$ cat config.mk
export PLATFORM = sky130hd
export DESIGN_NAME = usb_fs_rx_phy
export DESIGN_NICKNAME = d
export VERILOG_FILES = /design/src/rtl/usb_rx_pkg.sv /design/src/rtl/usb_rx_dpll.sv /design/src/rtl/usb_fs_rx_phy.sv
export SDC_FILE = /design/constraint.sdc
export NUM_CORES = 1
export LEC_CHECK = 0
export CORE_ASPECT_RATIO = 1.25
export CORE_MARGIN = 4
export CORE_UTILIZATION = 58
export CTS_CLUSTER_SIZE = 30
export DETAILED_ROUTE_END_ITERATION = 10
export PLACE_DENSITY = 0.79
export SYNTH_ARGS = -nofsm -noshare
export SYNTH_HDL_FRONTEND = slang
export SYNTH_SLANG_ARGS = --single-unit
$ cat constraint.sdc
create_clock -name UTMI_clk -period 3.3 [get_ports UTMI_clk]
set_clock_uncertainty 0.1 [all_clocks]
set_input_delay 0.33 -clock UTMI_clk [delete_from_list [all_inputs] [get_ports UTMI_clk]]
set_output_delay 0.33 -clock UTMI_clk [all_outputs]
set_load 0.01 [all_outputs]
$ cat src/rtl/usb_rx_pkg.sv
// rtl/usb_rx_pkg.sv - shared line codes, receiver states and framing constants
package usb_rx_pkg;

    typedef enum logic [1:0] {
        SE0 = 2'b00,
        K   = 2'b01,
        J   = 2'b10,
        SE1 = 2'b11
    } line_state_t;

    typedef enum logic [2:0] {
        IDLE,
        SYNC,
        DATA,
        EOP,
        ERR
    } rx_state_t;

    localparam int STUFF_LIMIT = 6;
    localparam int BYTE_BITS   = 8;

endpackage

$ cat src/rtl/usb_rx_dpll.sv
// rtl/usb_rx_dpll.sv - pin synchroniser and transition-locked bit strobe
module usb_rx_dpll
    import usb_rx_pkg::*;
#(
    parameter int CLK_PER_BIT = 4
) (
    input  logic        clk,
    input  logic        rst_n,
    input  logic        dp,
    input  logic        dm,
    output line_state_t line_state,
    output logic        strobe,
    output line_state_t sample_state
);

    localparam int            CW      = $clog2(CLK_PER_BIT);
    localparam logic [CW-1:0] CNT_MAX = CW'(CLK_PER_BIT - 1);
    localparam logic [CW-1:0] CNT_MID = CW'(CLK_PER_BIT / 2);

    logic [1:0]    meta_q;
    line_state_t   sync_q;
    line_state_t   prev_q;
    logic [CW-1:0] cnt;

    always_ff @(posedge clk or negedge rst_n) begin
        if (!rst_n) begin
            meta_q <= 2'b10;
            sync_q <= J;
            prev_q <= J;
            cnt    <= '0;
        end else begin
            meta_q <= {dp, dm};
            sync_q <= line_state_t'(meta_q);
            prev_q <= sync_q;
            if (sync_q != prev_q) begin
                cnt <= '0;
            end else if (cnt == CNT_MAX) begin
                cnt <= '0;
            end else begin
                cnt <= cnt + 1'b1;
            end
        end
    end

    // Sampling the one-cycle-delayed level centres the strobe inside the bit.
    assign line_state   = sync_q;
    assign strobe       = (cnt == CNT_MID);
    assign sample_state = prev_q;

endmodule

$ cat src/rtl/usb_fs_rx_phy.sv
// rtl/usb_fs_rx_phy.sv - full-speed USB receive front end with UTMI-style byte output
module usb_fs_rx_phy
    import usb_rx_pkg::*;
#(
    parameter int CLK_PER_BIT    = 4,
    parameter int SYNC_MIN_ZEROS = 5,
    parameter int IDLE_BITS      = 8
) (
    input  logic       UTMI_clk,
    input  logic       Rst,
    input  logic       DP,
    input  logic       DM,
    input  logic       Rx_en,
    output logic [7:0] RX_data,
    output logic       RX_valid,
    output logic       RX_active,
    output logic       RX_error,
    output logic [1:0] Line_state
);

    localparam int            ZW        = $clog2(SYNC_MIN_ZEROS + 1);
    localparam int            IW        = $clog2(IDLE_BITS + 1);
    localparam logic [ZW-1:0] ZERO_MIN  = ZW'(SYNC_MIN_ZEROS);
    localparam logic [IW-1:0] IDLE_LAST = IW'(IDLE_BITS - 1);
    localparam logic [2:0]    ONES_MAX  = 3'(STUFF_LIMIT);
    localparam logic [2:0]    LAST_BIT  = 3'(BYTE_BITS - 1);

    line_state_t line_state;
    line_state_t sample;
    logic        strobe;

    usb_rx_dpll #(
        .CLK_PER_BIT (CLK_PER_BIT)
    ) u_dpll (
        .clk          (UTMI_clk),
        .rst_n        (Rst),
        .dp           (DP),
        .dm           (DM),
        .line_state   (line_state),
        .strobe       (strobe),
        .sample_state (sample)
    );

    rx_state_t     state, state_n;
    logic [ZW-1:0] zero_cnt, zero_n;
    logic [2:0]    ones_cnt, ones_n;
    logic [2:0]    bit_cnt, bit_n;
    logic [7:0]    shift_q, shift_n;
    logic [7:0]    data_q, data_n;
    logic          valid_q, valid_n;
    logic          active_q, active_n;
    logic          error_q, error_n;
    logic          partial_q, partial_n;
    logic          se0_seen_q, se0_seen_n;
    logic [IW-1:0] idle_cnt, idle_n;
    line_state_t   prev_lvl, prev_n;
    logic          is_jk;
    logic          bit_dec;
    logic          do_error;

    always_ff @(posedge UTMI_clk or negedge Rst) begin
        if (!Rst) begin
            state      <= IDLE;
            zero_cnt   <= '0;
            ones_cnt   <= '0;
            bit_cnt    <= '0;
            shift_q    <= '0;
            data_q     <= '0;
            valid_q    <= 1'b0;
            active_q   <= 1'b0;
            error_q    <= 1'b0;
            partial_q  <= 1'b0;
            se0_seen_q <= 1'b0;
            idle_cnt   <= '0;
            prev_lvl   <= J;
        end else begin
            state      <= state_n;
            zero_cnt   <= zero_n;
            ones_cnt   <= ones_n;
            bit_cnt    <= bit_n;
            shift_q    <= shift_n;
            data_q     <= data_n;
            valid_q    <= valid_n;
            active_q   <= active_n;
            error_q    <= error_n;
            partial_q  <= partial_n;
            se0_seen_q <= se0_seen_n;
            idle_cnt   <= idle_n;
            prev_lvl   <= prev_n;
        end
    end

    always_comb begin
        state_n    = state;
        zero_n     = zero_cnt;
        ones_n     = ones_cnt;
        bit_n      = bit_cnt;
        shift_n    = shift_q;
        data_n     = data_q;
        valid_n    = 1'b0;
        active_n   = active_q;
        error_n    = 1'b0;
        partial_n  = partial_q;
        se0_seen_n = se0_seen_q;
        idle_n     = idle_cnt;
        prev_n     = prev_lvl;
        is_jk      = (sample == J) || (sample == K);
        bit_dec    = (sample == prev_lvl);
        do_error   = 1'b0;

        if (!Rx_en) begin
            state_n    = IDLE;
            zero_n     = '0;
            ones_n     = '0;
            bit_n      = '0;
            partial_n  = 1'b0;
            se0_seen_n = 1'b0;
            idle_n     = '0;
            active_n   = 1'b0;
        end else if (strobe) begin
            if (is_jk) begin
                prev_n = sample;
            end
            unique case (state)
                IDLE: begin
                    if (sample == K) begin
                        state_n = SYNC;
                        zero_n  = ZW'(1);
                    end
                end
                SYNC: begin
                    if (!is_jk) begin
                        state_n = IDLE;
                    end else if (!bit_dec) begin
                        if (zero_cnt != ZERO_MIN) begin
                            zero_n = zero_cnt + 1'b1;
                        end
                    end else if (zero_cnt >= ZERO_MIN) begin
                        state_n  = DATA;
                        active_n = 1'b1;
                        ones_n   = '0;
                        bit_n    = '0;
                    end else begin
                        state_n = IDLE;
                    end
                end
                DATA: begin
                    if (sample == SE0) begin
                        state_n   = EOP;
                        partial_n = (bit_cnt != 3'd0);
                    end else if (sample == SE1) begin
                        do_error = 1'b1;
                    end else if (ones_cnt == ONES_MAX) begin
                        // Bit following a run of six ones must be a stuffed zero.
                        if (bit_dec) begin
                            do_error = 1'b1;
                        end else begin
                            ones_n = '0;
                        end
                    end else begin
                        ones_n  = bit_dec ? ones_cnt + 3'd1 : 3'd0;
                        shift_n = {bit_dec, shift_q[7:1]};
                        bit_n   = bit_cnt + 3'd1;
                        if (bit_cnt == LAST_BIT) begin
                            data_n  = shift_n;
                            valid_n = 1'b1;
                        end
                    end
                end
                EOP: begin
                    if (sample == J) begin
                        state_n  = IDLE;
                        active_n = 1'b0;
                        error_n  = partial_q;
                    end else if (sample != SE0) begin
                        do_error = 1'b1;
                    end
                end
                ERR: begin
                    if (sample == SE0) begin
                        se0_seen_n = 1'b1;
                        idle_n     = '0;
                    end else if (sample == J) begin
                        if (se0_seen_q || (idle_cnt == IDLE_LAST)) begin
                            state_n    = IDLE;
                            se0_seen_n = 1'b0;
                            idle_n     = '0;
                        end else begin
                            idle_n = idle_cnt + 1'b1;
                        end
                    end else begin
                        se0_seen_n = 1'b0;
                        idle_n     = '0;
                    end
                end
                default: state_n = IDLE;
            endcase
            if (do_error) begin
                state_n    = ERR;
                error_n    = 1'b1;
                active_n   = 1'b0;
                se0_seen_n = 1'b0;
                idle_n     = '0;
            end
        end
    end

    assign RX_data    = data_q;
    assign RX_valid   = valid_q;
    assign RX_active  = active_q;
    assign RX_error   = error_q;
    assign Line_state = line_state;

endmodule

==> results.yml <==
logic_synthesis:
  yosys_warnings: 0
  synth_cell_types: 47
  ys_seq_area_share_pct: 48.53
  synthFlopType: "dfrtp_1"
  synth_area_um2: 2382
  synth_top_area_share_pct: 44.12
  synth-edff-count: 0
  yosysTopAreaCell: "dfrtp_1"
  ys_async_sr_fraction_pct: 100.0
  synth_nets: 235
  synth.area.top_cells: "dfrtp_1 (44%), ha_1 (7.4%), mux2_4 (5.0%)"
  synth_area_per_cell_um2: 11.03
  synth_most_common_cell: "dfrtp_1"
  synth_common_cells: "dfrtp_1 (42), inv_1 (17), nand2_1 (16), ha_1 (14), o21ai_0 (11)"
  ys_ff_latch: 46
  postSynthCellCount: 216
global_routing:
  grt_pass1_wl_mm: 7.990
  grt_pass1_vias: 1774
  track_usage_pct: 19.70
  grt_antenna_before_repair: 0
  use_met1_pct: 25.86
  grt_overflow: 0
  met2_usage_pct: 31.41
  grt_max_degree: 47
  met3_usage_pct: 4.648
  busiest_layer: "met2"
clock_network:
  cts_max_path_buffers: 2
  cts.repair.resized: 0
  cts.htree.levels: 2
  post-cts-setup-buffers: 0
  cts_tree: "done"
  root_buffer: "clkbuf_8"
  clock_latency_ns: 0.30
  cts.clk_slew.worst_paths_ns: 0.09
  hold_buffers: 0
  cts.sinks: 46
  cts_buffers: 5
run_status:
  status: "complete, no violations"
place:
  port-buffer-count: 17
  routabilityCongestion: 0.8973
  dp_hpwl_mm: 3.142
detailed_routing:
  dr.pass1.iters: 5
  postRouteWirelength_mm: 4.348
  vias_per_cell: 5.676
  vias: 1646
  ant_nets: 0
  drt_iter0_markers: 124
  drc: 0
  wire_per_inst_um: 14.99
pwr:
  p_total_mw: 1.289
  irDropWorstVdd_mv: 0.2995
  clockPowerShare_pct: 32.3
  switchingPower_mw: 0.3733
  pwr-share-seq_pct: 50.5
  p_leak_nw: 1.231
  swShare_pct: 28.95
  p_int_mw: 0.9161
  power.density_nw_per_um2: 477.1
  combPwrFrac_pct: 17.2
critical_path:
  critPathMaxFanout: 12
  end_kind: "flop"
  r2r_cells: 6
  critPathLaunchType: "flop"
  critPathArrivalTime_ns: 2.83
  required_ns: 3.38
  critPathKind: "reg2reg"
sta:
  finalSetupViolCount: 0
  period_share_pct: 83.15
  finalCriticalPeriod_ns: 2.744
  rsz0062_at_grt: "false"
  worstMarginPinSlew_ns: 0.9862
  maxSlewHeadroom_pct: 34.25
  finalHoldViolations: 0
  finalSetupTns_ns: 0
  fmax_mhz: 364.4
  slew_viol_final: 0
floorplanning:
  rows: 25
  die_h_um: 79.66
  die_area_um2: 5203
  initial_core_util_pct: 61.42
  die_x_um: 65.32
  ioPinCount: 18
  coreArea_um2: 3879
cells_and_area:
  multiInputGateArea_um2: 1117
  drive_gt1_share_pct: 16.95
  regArea_um2: 1156
  num_antenna_cells: 0
  final_net_count: 254
  fillers: 303
  syn2layout_area_growth_pct: 13.45
min_path:
  worstHoldPathType: "in2async"
run:
  cap_violations: 0
==> final cells by class <==
cell class                 count  area share (%)
inverter                      17           2.361
clock inverter                 2           1.389
multi-input combinational    145           41.34
clock buffer                   6           2.685
sequential                    46           42.78
tap                           54           2.500
timing repair buffer          20           6.944
==> cell families after synthesis <==
family,synth area share (%)
AO/OA/AOI/OAI,11.29
multiplexers,10.56
flip-flops,48.53
adder cells (fa/ha/maj),7.353
AND/OR/NAND/NOR,16.23
buffers and inverters,4.569
XOR/XNOR,1.471
==> per-layer routing <==
metal	vias to the layer above	part of all wire (%)
li1	799	-
met1	795	45
met2	42	50
met3	10	3.7
met4	0	1.7
met5	-	0
==> flip-flops by register name, summed over array words and instances, names as in the netlist <==
signal               count
RX_data                  8
shift_q                  7
idle_cnt                 4
bit_cnt                  3
ones_cnt                 3
state                    3
zero_cnt                 3
prev_lvl                 2
u_dpll.cnt               2
u_dpll.line_state        2
u_dpll.meta_q            2
u_dpll.sample_state      2
RX_active                1
RX_error                 1
RX_valid                 1
partial_q                1
se0_seen_q               1
==> path summary, 6_finish.rpt <==
path                                         to              from  slack [ns]
max                                  RX_data[4]          state[0]        0.56
min                                    state[1]               Rst        0.08
max reg2reg                          RX_data[4]          state[0]        0.56
min reg2reg                u_dpll.line_state[0]  u_dpll.meta_q[0]        0.26
max in group asynchronous  u_dpll.line_state[0]               Rst        2.40
min in group UTMI_clk      u_dpll.line_state[0]  u_dpll.meta_q[0]        0.26
==> power by group through the flow <==
stage	clock, mW	sequential (mW)	combinational [mW]
2_1_floorplan	0	0.634	0.183
3_3_place_gp	0	0.658	0.221
3_5_place_dp	0	0.661	0.220
4_1_cts	0.427	0.650	0.221
5_1_grt	0.451	0.658	0.251
6_report	0.416	0.651	0.222
==> critical path: stages (launching register included) <==
cell     delay, ns
dfrtp_1       0.50
or3b_4        0.46
nor2_2        0.15
or4b_1        0.44
buf_4         0.19
or2_1         0.41
mux2_4        0.37
==> through the flow <==
step                cell area [um2]  setup WS [ns]  hold slack, ns  std cells  utilization, %
global placement               2592         0.6332          0.2334        282           66.84
CTS                            2703         0.5547          0.1134        290           69.68
floorplan                      2382         0.7721        -0.06559        216               -
global route                   2703         0.4273          0.1470        290           69.68
finish                         2703         0.5561         0.08412        290           69.68
detailed placement             2592         0.5757          0.2403        282           66.84
==> placed cells by master, fill, tap and decap left out, types with 3 or more instances in the layout <==
| master | instances |
|---|---|
| buf_4 | 3 |
| o31ai_1 | 4 |
| mux2_4 | 8 |
| a31oi_1 | 3 |
| dfstp_2 | 4 |
| clkbuf_8 | 5 |
| mux2_2 | 9 |
| a21oi_1 | 4 |
| nand4_1 | 3 |
| nand2b_1 | 9 |
| o211ai_1 | 4 |
| o21ai_0 | 11 |
| nor3_1 | 4 |
| ha_1 | 14 |
| inv_1 | 17 |
| dfrtp_1 | 42 |
| clkdlybuf4s50_1 | 16 |
| nor2_1 | 7 |
| nand3b_1 | 3 |
| nand3_1 | 6 |
| mux2i_1 | 3 |
| nand2_1 | 16 |
Power figures use the tool's default switching activity.
